[config.mk]
export PLATFORM = sky130hd
export DESIGN_NAME = uart_io_handler
export DESIGN_NICKNAME = d
export VERILOG_FILES = /design/src/rtl/uart_io_handler.sv
export SDC_FILE = /design/constraint.sdc
export NUM_CORES = 1
export LEC_CHECK = 0
export CAP_MARGIN = 20
export CORE_MARGIN = 2
export CORE_UTILIZATION = 34
export CTS_CLUSTER_DIAMETER = 30
export DETAILED_ROUTE_END_ITERATION = 6
export HOLD_SLACK_MARGIN = 0.03
export SYNTH_ARGS = -nofsm -noshare
export SYNTH_HDL_FRONTEND = slang
export SYNTH_SLANG_ARGS = --single-unit
[constraint.sdc]
create_clock -name clk -period 30.2 [get_ports clk]
set_input_delay 9.06 -clock clk [delete_from_list [all_inputs] [get_ports clk]]
set_output_delay 9.06 -clock clk [all_outputs]
set_load 0.01 [all_outputs]
[src/rtl/uart_io_handler.sv]
// uart_io_handler: ASCII-hex protocol layer between a byte UART and a bus master.
//   RX: parses ID_CHAR_IN followed by 24 hex characters into command/address/data
//       words and strobes cmd_stb; a non-hex character aborts with cmd_error.
//   TX: on resp_en, serialises ID_CHAR_OUT plus 24 hex characters of
//       status/address/data, observing a guard gap and the UART busy flag.
// Ports:
//   clk, rst                      clock, asynchronous active-high reset
//   uart_received, uart_rx_byte   received byte strobe and value
//   uart_transmit, uart_tx_byte   transmit strobe and byte (byte holds last value)
//   uart_is_transmitting          UART transmitter busy
//   cmd_stb, cmd_error            decoded-packet / aborted-packet strobes
//   cmd_command/address/data      decoded words, held until the next cmd_stb
//   resp_en, resp_status/address/data  response request and words
//   resp_busy                     response in flight
module uart_io_handler #(
   parameter logic [7:0]  ID_CHAR_IN  = 8'h4C,
   parameter logic [7:0]  ID_CHAR_OUT = 8'h53,
   parameter int unsigned TX_GUARD    = 2
) (
   input  logic        clk,
   input  logic        rst,
   input  logic        uart_received,
   input  logic [7:0]  uart_rx_byte,
   output logic        uart_transmit,
   output logic [7:0]  uart_tx_byte,
   input  logic        uart_is_transmitting,
   output logic        cmd_stb,
   output logic [31:0] cmd_command,
   output logic [31:0] cmd_address,
   output logic [31:0] cmd_data,
   output logic        cmd_error,
   input  logic        resp_en,
   input  logic [31:0] resp_status,
   input  logic [31:0] resp_address,
   input  logic [31:0] resp_data,
   output logic        resp_busy
);

   localparam int unsigned WORD_W  = 32;
   localparam int unsigned NIB_W   = 3;
   localparam int unsigned GUARD_W = 4;
   localparam int unsigned CHAR_W  = 5;
   localparam int unsigned RESP_W  = 3 * WORD_W;
   localparam logic [NIB_W-1:0]   LAST_NIB   = NIB_W'(7);
   localparam logic [CHAR_W-1:0]  LAST_CHAR  = CHAR_W'(24);
   localparam logic [GUARD_W-1:0] GUARD_LAST = GUARD_W'(TX_GUARD - 1);

   typedef enum logic [1:0] {RX_IDLE, RX_COMMAND, RX_ADDRESS, RX_DATA} rx_state_t;
   typedef enum logic [1:0] {TX_IDLE, TX_SEND, TX_WAIT} tx_state_t;

   rx_state_t           rx_state, rx_state_d;
   logic [NIB_W-1:0]    rx_cnt, rx_cnt_d;
   logic [WORD_W-1:0]   sh_cmd, sh_cmd_d, sh_addr, sh_addr_d, sh_data, sh_data_d;
   logic [WORD_W-1:0]   cmd_command_d, cmd_address_d, cmd_data_d;
   logic                cmd_stb_d, cmd_error_d;

   tx_state_t           tx_state, tx_state_d;
   logic [RESP_W-1:0]   resp_sh, resp_sh_d;
   logic [CHAR_W-1:0]   char_idx, char_idx_d;
   logic [GUARD_W-1:0]  guard, guard_d;
   logic                uart_transmit_d, resp_busy_d;
   logic [7:0]          uart_tx_byte_d;

   logic                rx_is_hex;
   logic [3:0]          rx_nib;

   // Uppercase-only hex decode of the received byte
   always_comb begin
      rx_is_hex = 1'b0;
      rx_nib    = 4'h0;
      if (uart_rx_byte >= 8'h30 && uart_rx_byte <= 8'h39) begin
         rx_is_hex = 1'b1;
         rx_nib    = uart_rx_byte[3:0];
      end else if (uart_rx_byte >= 8'h41 && uart_rx_byte <= 8'h46) begin
         rx_is_hex = 1'b1;
         rx_nib    = uart_rx_byte[3:0] + 4'd9;
      end
   end

   function automatic logic [7:0] nib_to_ascii(input logic [3:0] n);
      return (n < 4'd10) ? {4'h3, n} : (8'h37 + 8'(n));
   endfunction

   // RX parser next state
   always_comb begin
      rx_state_d    = rx_state;
      rx_cnt_d      = rx_cnt;
      sh_cmd_d      = sh_cmd;
      sh_addr_d     = sh_addr;
      sh_data_d     = sh_data;
      cmd_command_d = cmd_command;
      cmd_address_d = cmd_address;
      cmd_data_d    = cmd_data;
      cmd_stb_d     = 1'b0;
      cmd_error_d   = 1'b0;
      if (uart_received) begin
         if (rx_state == RX_IDLE) begin
            if (uart_rx_byte == ID_CHAR_IN) begin
               rx_state_d = RX_COMMAND;
               rx_cnt_d   = '0;
            end
         end else if (!rx_is_hex) begin
            // Offending byte is consumed here, never re-read as a start char
            cmd_error_d = 1'b1;
            rx_state_d  = RX_IDLE;
            rx_cnt_d    = '0;
         end else begin
            case (rx_state)
               RX_COMMAND: sh_cmd_d  = {sh_cmd[WORD_W-5:0], rx_nib};
               RX_ADDRESS: sh_addr_d = {sh_addr[WORD_W-5:0], rx_nib};
               RX_DATA:    sh_data_d = {sh_data[WORD_W-5:0], rx_nib};
               default:    ;
            endcase
            if (rx_cnt == LAST_NIB) begin
               rx_cnt_d = '0;
               case (rx_state)
                  RX_COMMAND: rx_state_d = RX_ADDRESS;
                  RX_ADDRESS: rx_state_d = RX_DATA;
                  default: begin
                     rx_state_d    = RX_IDLE;
                     cmd_command_d = sh_cmd;
                     cmd_address_d = sh_addr;
                     cmd_data_d    = sh_data_d;
                     cmd_stb_d     = 1'b1;
                  end
               endcase
            end else begin
               rx_cnt_d = rx_cnt + NIB_W'(1);
            end
         end
      end
   end

   // TX serialiser next state; uart_transmit is raised on entry to SEND
   always_comb begin
      tx_state_d      = tx_state;
      resp_sh_d       = resp_sh;
      char_idx_d      = char_idx;
      guard_d         = guard;
      uart_transmit_d = 1'b0;
      uart_tx_byte_d  = uart_tx_byte;
      resp_busy_d     = resp_busy;
      case (tx_state)
         TX_IDLE: begin
            if (resp_en) begin
               resp_sh_d       = {resp_status, resp_address, resp_data};
               resp_busy_d     = 1'b1;
               uart_transmit_d = 1'b1;
               uart_tx_byte_d  = ID_CHAR_OUT;
               char_idx_d      = '0;
               tx_state_d      = TX_SEND;
            end
         end
         TX_SEND: begin
            guard_d    = '0;
            tx_state_d = TX_WAIT;
         end
         TX_WAIT: begin
            if (guard < GUARD_LAST) guard_d = guard + GUARD_W'(1);
            if (guard == GUARD_LAST && !uart_is_transmitting) begin
               if (char_idx == LAST_CHAR) begin
                  resp_busy_d = 1'b0;
                  tx_state_d  = TX_IDLE;
               end else begin
                  uart_transmit_d = 1'b1;
                  uart_tx_byte_d  = nib_to_ascii(resp_sh[RESP_W-1 -: 4]);
                  resp_sh_d       = {resp_sh[RESP_W-5:0], 4'h0};
                  char_idx_d      = char_idx + CHAR_W'(1);
                  tx_state_d      = TX_SEND;
               end
            end
         end
         default: tx_state_d = TX_IDLE;
      endcase
   end

   // State and registered outputs
   always_ff @(posedge clk or posedge rst) begin
      if (rst) begin
         rx_state      <= RX_IDLE;
         rx_cnt        <= '0;
         sh_cmd        <= '0;
         sh_addr       <= '0;
         sh_data       <= '0;
         cmd_command   <= '0;
         cmd_address   <= '0;
         cmd_data      <= '0;
         cmd_stb       <= 1'b0;
         cmd_error     <= 1'b0;
         tx_state      <= TX_IDLE;
         resp_sh       <= '0;
         char_idx      <= '0;
         guard         <= '0;
         uart_transmit <= 1'b0;
         uart_tx_byte  <= '0;
         resp_busy     <= 1'b0;
      end else begin
         rx_state      <= rx_state_d;
         rx_cnt        <= rx_cnt_d;
         sh_cmd        <= sh_cmd_d;
         sh_addr       <= sh_addr_d;
         sh_data       <= sh_data_d;
         cmd_command   <= cmd_command_d;
         cmd_address   <= cmd_address_d;
         cmd_data      <= cmd_data_d;
         cmd_stb       <= cmd_stb_d;
         cmd_error     <= cmd_error_d;
         tx_state      <= tx_state_d;
         resp_sh       <= resp_sh_d;
         char_idx      <= char_idx_d;
         guard         <= guard_d;
         uart_transmit <= uart_transmit_d;
         uart_tx_byte  <= uart_tx_byte_d;
         resp_busy     <= resp_busy_d;
      end
   end

endmodule

# Word-level counts from Yosys, hierarchy flattened
# Cells that the tools add are included.
[totals]
regBits = 316
inputBits = 109
[classes]
eq_ne = 16
n_reduce_logical = 19
muxes = 49
bitwise_logic = 2
add_sub_neg = 5
n_lt_le_gt_ge = 6
[op_table]
columns = ["op", "count"]
rows = [
  ["96-bit two-way mux", 3],
  ["96-bit case mux with 2 select lines", 1],
  ["32-bit two-way mux", 1],
  ["8-bit two-way mux", 3],
  ["1-bit two-way mux", 17],
  ["8-bit case mux with 2 select lines", 1],
  ["4-bit AND reduction", 4],
  ["5-bit two-way mux", 3],
  ["2-bit two-way mux", 6],
  ["3-bit two-way mux", 4],
  ["4-bit two-way mux", 3],
  ["2-bit inequality test, second input constant", 5],
  ["5-bit case mux with 2 select lines", 1],
  ["8-bit by 7-bit equality test with 1-bit output, second input constant", 1],
  ["8-bit by 6-bit greater-or-equal comparator with 1-bit output, second input constant", 1],
  ["8-bit by 7-bit greater-or-equal comparator with 1-bit output, second input constant", 1],
  ["8-bit by 6-bit less-or-equal comparator with 1-bit output, second input constant", 1],
  ["8-bit by 7-bit less-or-equal comparator with 1-bit output, second input constant", 1],
  ["4-bit case mux with 2 select lines", 1],
  ["6-bit by 4-bit adder with 7-bit output, first input constant", 1],
  ["7-bit two-way mux", 1],
  ["2-bit equality test, second input constant", 3],
  ["2-bit case mux with 3 select lines", 1],
  ["2-bit AND reduction", 3],
  ["22 further kinds", 30],
]

# Logic depth before layout (Yosys ltp)
[depth]
ltp_word = 7
ltp_mapped = 11

# Least setup slack after synthesis
# No wires, ideal clock.
[synth_timing]
kind = "input port to flip-flop"
start = "input port uart_rx_byte[1]"
end = "register cmd_address[0]"
path_slack_ns = 19.203
arrival_ns = 10.873
n_path_buf = 2
setup_ns = 0.125
t_required_ns = 30.075
stages = 8
cell_sequence = "inv_1 > ha_1 > or3b_4 > o311a_2 > a22oi_4 > buf_4 > buf_4 > mux2_2"
[synth_via]
elab_chain_len = 5
[synth_rtl]
columns = ["item", "line_no", "source"]
rows = [
  ["start, declared", "23", "input logic [7:0] uart_rx_byte,"],
  ["8-bit by 7-bit greater-or-equal comparator with 1-bit output / 8-bit by 7-bit less-or-equal comparator with 1-bit output (equally long branches)", "74", "end else if (uart_rx_byte >= 8'h41 && uart_rx_byte <= 8'h46) begin"],
  ["1-bit logical AND", "74", ""],
  ["1-bit two-way mux", "74", ""],
  ["1-bit two-way mux *", "71", "if (uart_rx_byte >= 8'h30 && uart_rx_byte <= 8'h39) begin"],
  ["5-bit AND reduction (no source line) *", "--", ""],
  ["end signal, assigned", "204", "cmd_address <= cmd_address_d;"],
  ["end, declared", "29", "output logic [31:0] cmd_address,"],
]
# Every way passes the cells marked *; elsewhere a longest branch is shown, timed or not.
# A chain may end at the register's enable or synchronous reset.

# Worst setup path in the final report
[layout_timing]
start = "input port uart_is_transmitting"
end = "register uart_tx_byte[6]"
[layout_via]
elab_chain_len = 4
[layout_rtl]
columns = ["item", "line_no", "source"]
rows = [
  ["start, declared", "26", "input logic uart_is_transmitting,"],
  ["1-bit zero test", "160", "if (guard == GUARD_LAST && !uart_is_transmitting) begin"],
  ["1-bit logical AND", "160", ""],
  ["2-bit inequality test (no source line)", "--", ""],
  ["4-bit AND reduction (no source line)", "--", ""],
  ["end signal, assigned", "213", "uart_tx_byte <= uart_tx_byte_d;"],
  ["end, declared", "25", "output logic [7:0] uart_tx_byte,"],
]
# No other way between the ends.

==> reports/metrics.yaml <==
status: "finished clean"
first_global_vias: 9840
powerDensity_nw_per_um2: 91.2
internal_power_mw: 1.28
vias: 9541
die_w_um: 206
wire_per_inst_um: 16.3
required_ns: 30.65
worstPathArrival_ns: 12.50
max_slew_margin: 0.289
drv_cap: 0
synth-xor-area-share: 0.00252
yosys.area_share.simple: 0.115
drtIter0Drc: 568
rows: 74
start_util: 0.342
finalClockSkew_ns: 0.0134
r2r_cells: 9
rsz0062_at_grt: "no"
grt_pass1_wl_mm: 53.2
regToRegStartpoint: "guard[1]$_DFFE_PP0P_"
r2r_slack_ns: 26.45
syn_area_um2: 13900
finalHoldViolCount: 0
pwr-share-clk: 0.532
wl_mm: 32.6
die_y_um: 206
pwr-share-seq: 0.311
yosys_warnings: 0
finalCriticalPeriod_ns: 12.05
tns_ns: 0
root_buffer: "clkbuf_16"
place.gp.congestion: 0.778
synth-compound-area-share: 0.0808
synth-seq-cells: 315
hold_path.class: "reg -> reg"
ys_async_sr_fraction: 1.00
clkLatencyLatePin_ns: 0.57
critPathMaxFanout: 112
mostFrequentLayoutCell: "dfrtp_1"
synth_cells: 1176
antenna_found_initial: 1
min-delay-start: "uart_tx_byte[3]$_DFFE_PP0P_"
die-area_um2: 42500
clock_path_buffers: 3
max_freq_ghz: 0.0830
synth_edf_count: 0
whs_endpoint: "uart_tx_byte[3]$_DFFE_PP0P_"
startpoint_type: "input port"
post_cts_resized: 0
drtPass1Iterations: 5
rr_endpoint: "uart_tx_byte[6]$_DFFE_PP0P_"
cts_setup_buffers: 0
fin_crit_sh: 0.399
muxShareOfSynthArea: 0.177
synth_top_cell_by_area: "dfrtp_1"
synth_nets: 1302
synth_area_leaders: "dfrtp_1 (57%), mux2_4 (9.7%), nand2_1 (6.3%), mux2_2 (5.9%), a31oi_1 (4.3%)"
combPwrFrac: 0.157
static-leakage-power_nw: 8.62
final_nets: 1534
grt_remaining_overflow: 0
peakVddDrop_mv: 0.0478
synth_top_family_by_area: "multiplexers"
cts.htree.levels: 3
whs_path_depth: 2
cts_hold_buf: 0
io_buffers: 215
drc: 0
synth-main-ff-cell: "dfrtp_1"
grt_usage: 0.158
postRouteAntennaNets: 0
synth_top_area_frac: 0.568
worst_slew_pin_slew_ns: 1.05
clk_pin_slew_worst_paths_ns: 0.04
syn_to_final_growth_pct: 39.2
via_per_inst: 4.76
finalSetupViolCount: 0
final_cell_mix: "dfrtp_1 (315), nand2_1 (233), clkdlybuf4s50_1 (215), nor2_1 (103), a31oi_1 (95)"
path_class: "in -> reg"
worstSetupEndpointType: "flop"
yosysUniqueCellTypes: 56
synthAdderAreaFrac: 0.0153
syn_avg_cell_area_um2: 11.8
drive_gt1_frac: 0.227
slew_violations: 0
p_switching_mw: 0.483
io_pins: 217
post-dp-hpwl_mm: 19.9
ys_seq_area_frac: 0.568
tritoncts: "done"
swShare: 0.274
core-area_um2: 40600
cts_made_buffers: 82
clock-sinks: 315
grt_max_degree: 180
fill_cells: 3674
power_mw: 1.76
[worst max path at each step]
stage / endpoint / startpoint
after floorplan: char_idx[0]$_DFFE_PP0P_ / rst
after CTS: uart_tx_byte[6]$_DFFE_PP0P_ / uart_is_transmitting
final: uart_tx_byte[6]$_DFFE_PP0P_ / uart_is_transmitting
after global routing: uart_tx_byte[6]$_DFFE_PP0P_ / uart_is_transmitting
after detailed placement: uart_tx_byte[6]$_DFFE_PP0P_ / uart_is_transmitting
after global placement: uart_tx_byte[6]$_DFFE_PP0P_ / uart_is_transmitting
[power by group through the flow]
stage | clock network (mW) | logic [mW] | registers (mW)
detailed placement | 0 | 0.280 | 0.552
CTS | 0.956 | 0.281 | 0.548
global placement | 0 | 0.272 | 0.551
finish | 0.937 | 0.277 | 0.548
floorplan | 0 | 0.216 | 0.539
global route | 0.983 | 0.320 | 0.557
[worst max-delay path, cell delays in order]
cell and delay (ns):
clkdlybuf4s50_1 0.43, nor4b_2 0.32, a31oi_1 0.21, or2_0 0.53, inv_4 0.67, buf_4 0.89, o211ai_1 0.18, o21a_1 0.16
[routing by layer]
layer  vias up  track usage  wire, um
met5         -            0         0
met4         0       0.0640       850
met3        62       0.0401      1430
met2       204        0.245     15500
met1      4728        0.210     14800
li1       4547            -         -
[through the flow]
step | cell area, um2 | hold WS, ns | std cells | utilization | worst slack (ns)
floorplan | 13900 | 0.447 | 1176 | - | 12.43
global placement | 16300 | 0.460 | 1855 | 0.402 | 17.66
detailed placement | 16300 | 0.470 | 1855 | 0.402 | 17.58
CTS | 19300 | 0.478 | 2004 | 0.476 | 18.21
global route | 19300 | 0.506 | 2006 | 0.476 | 17.80
finish | 19300 | 0.481 | 2006 | 0.476 | 18.15
[sequential cells by signal, indices dropped and copies added (netlist names), 2 cells and up]
name          cells
sh_data          32
rx_cnt            3
cmd_command      32
uart_tx_byte      7
rx_state          2
tx_state          2
cmd_data         32
cmd_address      32
guard             4
sh_cmd           32
sh_addr          32
resp_sh          96
char_idx          5
[kinds of logic after synthesis]
logic type | count (synthesis)
buf+inv | 93
flops | 315
simple gates | 383
fa+ha+maj | 17
mux | 191
compound gates | 172
other cells | 1
xor+xnor | 4
[cells in the mapped netlist, types with 7 or more instances]
cell type,instances
nor3_1,7
mux2_4,90
clkbuf_1,35
a31oi_1,95
o21ai_0,39
a22o_1,8
buf_2,26
mux2i_1,28
ha_1,17
mux2_2,73
nand3_1,9
nor2b_1,8
buf_12,9
dfrtp_1,315
nor2_1,103
inv_1,15
nand2_1,233
[area by class of cell]
cell class / instances / area [um2] / area share
flip-flops and latches: 315 / 7880 / 0.408
inverters: 16 / 70.1 / 0.00363
diodes: 1 / 2.50 / 0.000130
well taps: 532 / 666 / 0.0345
clock buffers: 98 / 2280 / 0.118
multi-input cells: 768 / 5440 / 0.282
repair buffers: 225 / 2250 / 0.117
clock inverters: 51 / 727 / 0.0376
Power figures use the tool's default switching activity.
